File: src/rtl/flt2int_pkg.sv
// Shared types and derived constants for the iterative float-to-integer converter.
package flt2int_pkg;

  typedef enum logic [2:0] {IDLE, DECODE, SHIFT, ROUND, DONE} state_t;
  typedef enum logic [1:0] {RND_TZ, RND_RNE, RND_FLOOR, RND_CEIL} rnd_t;

  function automatic int bias_f(input int exp_w);
    return (32'sd1 << (exp_w - 32'sd1)) - 32'sd1;
  endfunction

  // Beyond MAN_W+2 right shifts every mantissa bit already sits in guard/sticky.
  function automatic int shift_cap_f(input int man_w);
    return man_w + 32'sd2;
  endfunction

endpackage

File: src/rtl/flt2int_round.sv
// Combinational rounding, sign application, saturation and status flags
// for the aligned magnitude held in the converter's work register.
module flt2int_round
  import flt2int_pkg::*;
#(
  parameter int INT_W = 16
) (
  input  logic [INT_W:0]   mag_i,
  input  logic             g_i,
  input  logic             s_i,
  input  logic             sign_i,
  input  rnd_t             rnd_i,
  input  logic             nan_path_i,
  input  logic             ovf_path_i,
  output logic [INT_W-1:0] res_o,
  output logic             ovf_o,
  output logic             nan_o,
  output logic             inexact_o
);

  localparam logic [INT_W:0]   POS_LIM = {2'b00, {(INT_W-1){1'b1}}};
  localparam logic [INT_W:0]   NEG_LIM = {2'b01, {(INT_W-1){1'b0}}};
  localparam logic [INT_W-1:0] POS_SAT = {1'b0, {(INT_W-1){1'b1}}};
  localparam logic [INT_W-1:0] NEG_SAT = {1'b1, {(INT_W-1){1'b0}}};

  logic             round_up_s;
  logic [INT_W:0]   mag_r_s;
  logic [INT_W-1:0] mag_lo_s;

  // Round-up decision, increment, negate and saturate.
  always_comb begin
    round_up_s = 1'b0;
    res_o      = '0;
    ovf_o      = 1'b0;
    nan_o      = 1'b0;
    inexact_o  = 1'b0;
    case (rnd_i)
      RND_TZ:    round_up_s = 1'b0;
      RND_RNE:   round_up_s = g_i & (s_i | mag_i[0]);
      RND_FLOOR: round_up_s = sign_i & (g_i | s_i);
      RND_CEIL:  round_up_s = ~sign_i & (g_i | s_i);
      default:   round_up_s = 1'b0;
    endcase
    mag_r_s  = mag_i + {{INT_W{1'b0}}, round_up_s};
    mag_lo_s = mag_r_s[INT_W-1:0];
    if (nan_path_i) begin
      nan_o = 1'b1;
    end else if (ovf_path_i) begin
      res_o = sign_i ? NEG_SAT : POS_SAT;
      ovf_o = 1'b1;
    end else if (!sign_i && (mag_r_s > POS_LIM)) begin
      res_o = POS_SAT;
      ovf_o = 1'b1;
    end else if (sign_i && (mag_r_s > NEG_LIM)) begin
      res_o = NEG_SAT;
      ovf_o = 1'b1;
    end else begin
      res_o     = sign_i ? (~mag_lo_s + {{(INT_W-1){1'b0}}, 1'b1}) : mag_lo_s;
      inexact_o = g_i | s_i;
    end
  end

endmodule

File: src/rtl/flt2int_iter.sv
// Multi-cycle float-to-integer converter: decode, one-bit-per-cycle alignment,
// then a single rounding cycle; req/ack handshake with status flags.
module flt2int_iter
  import flt2int_pkg::*;
#(
  parameter int EXP_W = 5,
  parameter int MAN_W = 10,
  parameter int INT_W = 16
) (
  input  logic                   clk,
  input  logic                   reset,
  input  logic                   req,
  input  logic [EXP_W+MAN_W:0]   flt_in,
  input  logic [1:0]             rnd_mode,
  output logic [INT_W-1:0]       int_out,
  output logic                   ack,
  output logic                   busy,
  output logic                   ovf,
  output logic                   nan,
  output logic                   inexact
);

  localparam int BIAS  = bias_f(EXP_W);
  localparam int CAP   = shift_cap_f(MAN_W);
  localparam int CNT_W = $clog2(CAP + INT_W + 1);
  localparam int MAG_W = INT_W + 1;

  state_t             state_q, state_d;
  logic               sign_q, sign_d;
  logic [EXP_W-1:0]   exp_q, exp_d;
  logic [MAN_W-1:0]   frac_q, frac_d;
  rnd_t               rnd_q, rnd_d;
  logic [MAG_W-1:0]   mag_q, mag_d;
  logic               g_q, g_d, s_q, s_d;
  logic [CNT_W-1:0]   cnt_q, cnt_d;
  logic               left_q, left_d;
  logic               nan_path_q, nan_path_d, ovf_path_q, ovf_path_d;
  logic [INT_W-1:0]   int_out_q, int_out_d;
  logic               ack_q, ack_d, busy_q, busy_d;
  logic               ovf_q, ovf_d, nan_q, nan_d, inexact_q, inexact_d;
  logic [INT_W-1:0]   rnd_res_s;
  logic               rnd_ovf_s, rnd_nan_s, rnd_inexact_s;
  int                 e_v, n_v;

  flt2int_round #(.INT_W(INT_W)) u_round (
    .mag_i      (mag_q),
    .g_i        (g_q),
    .s_i        (s_q),
    .sign_i     (sign_q),
    .rnd_i      (rnd_q),
    .nan_path_i (nan_path_q),
    .ovf_path_i (ovf_path_q),
    .res_o      (rnd_res_s),
    .ovf_o      (rnd_ovf_s),
    .nan_o      (rnd_nan_s),
    .inexact_o  (rnd_inexact_s)
  );

  // Next-state and datapath update for the converter FSM.
  always_comb begin
    state_d = state_q;  sign_d = sign_q;  exp_d = exp_q;  frac_d = frac_q;
    rnd_d = rnd_q;  mag_d = mag_q;  g_d = g_q;  s_d = s_q;  cnt_d = cnt_q;
    left_d = left_q;  nan_path_d = nan_path_q;  ovf_path_d = ovf_path_q;
    int_out_d = int_out_q;  ack_d = ack_q;  busy_d = busy_q;
    ovf_d = ovf_q;  nan_d = nan_q;  inexact_d = inexact_q;
    e_v = 32'sd0;
    n_v = 32'sd0;
    case (state_q)
      IDLE, DONE: begin
        if (req) begin
          {sign_d, exp_d, frac_d} = flt_in;
          rnd_d     = rnd_t'(rnd_mode);
          ack_d     = 1'b0;
          busy_d    = 1'b1;
          ovf_d     = 1'b0;
          nan_d     = 1'b0;
          inexact_d = 1'b0;
          state_d   = DECODE;
        end else begin
          state_d = state_q;
        end
      end
      DECODE: begin
        mag_d      = MAG_W'({exp_q != '0, frac_q});
        g_d        = 1'b0;
        s_d        = 1'b0;
        nan_path_d = 1'b0;
        ovf_path_d = 1'b0;
        left_d     = 1'b0;
        cnt_d      = '0;
        // Zero/denormal operands use the minimum normal exponent.
        e_v = (exp_q == '0) ? (32'sd1 - BIAS) : (int'(exp_q) - BIAS);
        if (exp_q == '1) begin
          nan_path_d = (frac_q != '0);
          ovf_path_d = (frac_q == '0);
          state_d    = ROUND;
        end else if (e_v >= INT_W) begin
          ovf_path_d = 1'b1;
          state_d    = ROUND;
        end else begin
          if (e_v >= MAN_W) begin
            left_d = 1'b1;
            n_v    = e_v - MAN_W;
          end else begin
            left_d = 1'b0;
            n_v    = ((MAN_W - e_v) > CAP) ? CAP : (MAN_W - e_v);
          end
          cnt_d   = CNT_W'(n_v);
          state_d = (n_v == 32'sd0) ? ROUND : SHIFT;
        end
      end
      SHIFT: begin
        if (left_q) begin
          mag_d = {mag_q[MAG_W-2:0], 1'b0};
        end else begin
          mag_d = {1'b0, mag_q[MAG_W-1:1]};
          g_d   = mag_q[0];
          s_d   = s_q | g_q;
        end
        cnt_d   = cnt_q - CNT_W'(1);
        state_d = (cnt_q == CNT_W'(1)) ? ROUND : SHIFT;
      end
      ROUND: begin
        int_out_d = rnd_res_s;
        ovf_d     = rnd_ovf_s;
        nan_d     = rnd_nan_s;
        inexact_d = rnd_inexact_s;
        ack_d     = 1'b1;
        busy_d    = 1'b0;
        state_d   = DONE;
      end
      default: state_d = IDLE;
    endcase
  end

  // State, work and output registers; reset discards any operation in flight.
  always_ff @(posedge clk or posedge reset) begin
    if (reset) begin
      state_q <= IDLE;  sign_q <= 1'b0;  exp_q <= '0;  frac_q <= '0;
      rnd_q <= RND_TZ;  mag_q <= '0;  g_q <= 1'b0;  s_q <= 1'b0;  cnt_q <= '0;
      left_q <= 1'b0;  nan_path_q <= 1'b0;  ovf_path_q <= 1'b0;
      int_out_q <= '0;  ack_q <= 1'b0;  busy_q <= 1'b0;
      ovf_q <= 1'b0;  nan_q <= 1'b0;  inexact_q <= 1'b0;
    end else begin
      state_q <= state_d;  sign_q <= sign_d;  exp_q <= exp_d;  frac_q <= frac_d;
      rnd_q <= rnd_d;  mag_q <= mag_d;  g_q <= g_d;  s_q <= s_d;  cnt_q <= cnt_d;
      left_q <= left_d;  nan_path_q <= nan_path_d;  ovf_path_q <= ovf_path_d;
      int_out_q <= int_out_d;  ack_q <= ack_d;  busy_q <= busy_d;
      ovf_q <= ovf_d;  nan_q <= nan_d;  inexact_q <= inexact_d;
    end
  end

  assign int_out = int_out_q;
  assign ack     = ack_q;
  assign busy    = busy_q;
  assign ovf     = ovf_q;
  assign nan     = nan_q;
  assign inexact = inexact_q;

endmodule

File: config.mk
export PLATFORM = sky130hd
export DESIGN_NAME = flt2int_iter
export DESIGN_NICKNAME = d
export VERILOG_FILES = /design/src/rtl/flt2int_pkg.sv /design/src/rtl/flt2int_round.sv /design/src/rtl/flt2int_iter.sv
export SDC_FILE = /design/constraint.sdc
export NUM_CORES = 1
export LEC_CHECK = 0
export CAP_MARGIN = 10
export CORE_ASPECT_RATIO = 2
export CORE_UTILIZATION = 60
export CTS_BUF_LIST = sky130_fd_sc_hd__clkbuf_4
export CTS_CLUSTER_SIZE = 40
export DETAILED_ROUTE_END_ITERATION = 10
export DONT_BUFFER_PORTS = 1
export MAX_ROUTING_LAYER = met4
export PLACE_DENSITY_LB_ADDON = 0.25
export SETUP_SLACK_MARGIN = 0.15
export SYNTH_ARGS = -nofsm -noshare
export SYNTH_HDL_FRONTEND = slang
export SYNTH_SLANG_ARGS = --single-unit
export TNS_END_PERCENT = 10
File: constraint.sdc
create_clock -name clk -period 8.4 [get_ports clk]
set_clock_uncertainty 0.05 [all_clocks]
set_input_delay 0 -clock clk [delete_from_list [all_inputs] [get_ports clk]]
set_output_delay 0 -clock clk [all_outputs]
set_load 0.1 [all_outputs]
==> out/metrics.csv <==
metric,value,unit
routability cong.,0.893,
worst setup path class,register to register,
number of clock sinks,69,
number of gates resized after CTS,0,
Final #Nets,558,
final setup margin,3390,ps
clock slew at reported path FFs,140,ps
RSZ-0062 raised after global routing,no,
cell area after synthesis,4830,um2
Buffers on Ports,0,
Setup crit start kind,register,
DR DRC count,0,
Die Span Y,129,um
layout cells sized above 1,0.126,
fin crit share,0.597,
Yosys reg bits,69,
drt via density,6.56,
die area,8430,um2
R2R Path End,int_out[8],
Post-synth EDFFs,0,
Core Region,7890,um2
Clock Tree Root,clkbuf_4,
Critical Path Sink,int_out[8],
most frequent cell after synthesis,dfrtp_1,
Worst Hold Class,input port to register,
Detail Placement HPWL,8.73,mm
Worst EP required,8720,ps
Critical path origin,sign_q,
CTS tree,built,
"Clk Latency, worst-skew pair",440,ps
reg-to-reg startpoint,sign_q,
CTS Buffer Depth,2,
GRT Total Usage,0.310,
Setup-failing EPs final,0,
"Max FO, Critical Path",20,
# IOs,42,
Detail Route Antenna Nets,0,
Area Overhead vs Synth,6.42,%
htree depth,3,
largest net degree at the start of global routing,70,
ys async rst share,1.00,
routed length per instance,19.2,um
Avg Synthesized Cell Area,9.49,um2
share of the synthesized area in the top cell type,0.358,
"Hold Vio Cnt, Final",0,
Final Util,0.652,
Overflow after GRT,0,
Initial Utilization,0.613,
Commonest cells post-synth,"dfrtp_1 (69), nand2_1 (50), o21ai_0 (35), nor2_1 (34), ha_1 (27)",
First-pass DRT Iterations,5,
yosys warns,0,
crit path DAT,5330,ps
post-synthesis cell type count,80,
Post-CTS Setup Bufs,0,
Total Routed Length,11.7,mm
first-pass GRT wire length,19.4,mm
main area contributors after synthesis,"dfrtp_1 (36%), ha_1 (7.0%), a221o_1 (4.6%)",
"Slowest-stage cell, CP",dfrtp_1,
Slew Limit Fails,0,
R2R setup slack,3390,ps
syn nets,557,
via count,4016,
register area share after synthesis,0.358,
cell depth of the worst setup path,11,
cell area after placement,4820,um2
FILL cells,604,
maxcap violations,0,
First DRT Iteration DRCs,273,
Die X,65.4,um
post-synth top area cell,dfrtp_1,
fmax,200,MHz
R2R depth,11,
pre-CTS setup slack,3390,ps
Tmin final,5010,ps
status,finished clean,
crit path capture type,register,
"Buf+Inv Stages, Crit Path",0,
main flop type after synthesis,dfrtp_1,
row cnt,46,
Slew HR,0.247,
CP Cell Sequence,a21oi_1 > a2111oi_0 > ha_1 > ha_1 > nand2_1 > or3_1 > o31a_1 > nor3_1 > a311oi_2 > nor3_2 > a221o_1,
antenna violations before repair,1,
max incr delay on CP,790,ps
final instance area,5140,um2
Worst-Margin Slew,1120,ps
Crit path max-delay family,simple AND/OR/NAND/NOR gates,
vias in the first global route,4104,
setup TNS,0,ps
Mapped Cells,509,
Critical Path Most Common Cell,ha_1,
TritonCTS buffer count,9,
## kinds of logic after synthesis
| logic type | synth area share |
|---|---|
| simple gates | 0.205 |
| compound gates | 0.186 |
| flops | 0.358 |
| buf+inv | 0.0464 |
| xor+xnor | 0.0632 |
| mux | 0.0718 |
| fa+ha+maj | 0.0699 |
## metal layers
metal,share of wire,GRT usage,wire length (um),up-vias
met5,0,-,0,-
met2,0.56,0.546,6520,105
li1,-,-,-,1888
met1,0.35,0.292,4090,1968
met3,0.028,0.0585,327,55
met4,0.067,0.215,785,0
## layout by cell type (no fill, tap or decap), types with 5 or more instances in the layout
| cell | synthesis | layout |
|---|---|---|
| a21oi_1 | 14 | 14 |
| a221o_1 | 22 | 22 |
| a31oi_1 | 5 | 5 |
| and2_1 | 8 | 8 |
| and3_1 | 5 | 5 |
| clkbuf_4 | 0 | 9 |
| dfrtp_1 | 69 | 69 |
| dlygate4sd3_1 | 0 | 20 |
| ha_1 | 27 | 27 |
| inv_1 | 16 | 15 |
| mux2_2 | 14 | 14 |
| mux2i_1 | 16 | 16 |
| nand2_1 | 50 | 50 |
| nand3_1 | 14 | 14 |
| nand4_1 | 7 | 7 |
| nor2_1 | 34 | 34 |
| nor3_1 | 8 | 8 |
| nor4_1 | 9 | 9 |
| o21ai_0 | 35 | 35 |
| or3_1 | 7 | 7 |
| xnor2_1 | 24 | 24 |
| xor2_1 | 9 | 9 |
## registers in the layout, summed over array words and instances, names as in the netlist
register    cells
left_q          1
cnt_q           5
ack             1
inexact         1
exp_q           5
g_q             1
nan             1
int_out        16
rnd_q           2
state_q         3
busy            1
mag_q          17
sign_q          1
frac_q         10
ovf             1
nan_path_q      1
s_q             1
ovf_path_q      1
## stage by stage
step                cells  hold slack [ps]
detailed placement    575             75.2
finish                612             52.2
global route          612             58.6
floorplan             509             66.8
global placement      575             72.8
CTS                   611             51.4
## layout make-up
| type | count | area [um2] | area share |
|---|---|---|---|
| inverters | 16 | 60.1 | 0.0117 |
| diodes | 1 | 2.50 | 0.000487 |
| repair buffers | 23 | 223 | 0.0433 |
| well taps | 96 | 120 | 0.0234 |
| clock buffers | 9 | 67.6 | 0.0131 |
| flip-flops and latches | 69 | 1730 | 0.336 |
| multi-input cells | 391 | 2890 | 0.562 |
| clock inverters | 7 | 51.3 | 0.00998 |
## worst min-delay path, delay by kind of cell
family | cells | cell delay [ps]
AO/OA/AOI/OAI | 1 | 160
buffers and inverters | 1 | 220
AND/OR/NAND/NOR | 1 | 130
## worst min-delay path by stage
stage,startpoint,endpoint,slack (ps),cells past startpoint
floorplan,flt_in[10],exp_q[0],70,2
global placement,rnd_mode[1],rnd_q[1],70,2
detailed placement,rnd_mode[1],rnd_q[1],80,2
CTS,req,rnd_q[1],50,4
global route,req,exp_q[0],60,4
finish,req,exp_q[1],50,3
## repair_timing
action                                  CTS  global route
endpoints found under the setup margin    0             0
hold buffers                             20             0
endpoints found under the hold margin    89             0
Power is left out: the tool's default activity adds up to more than one toggle a clock period on the data nets, which glitch-free logic cannot reach.
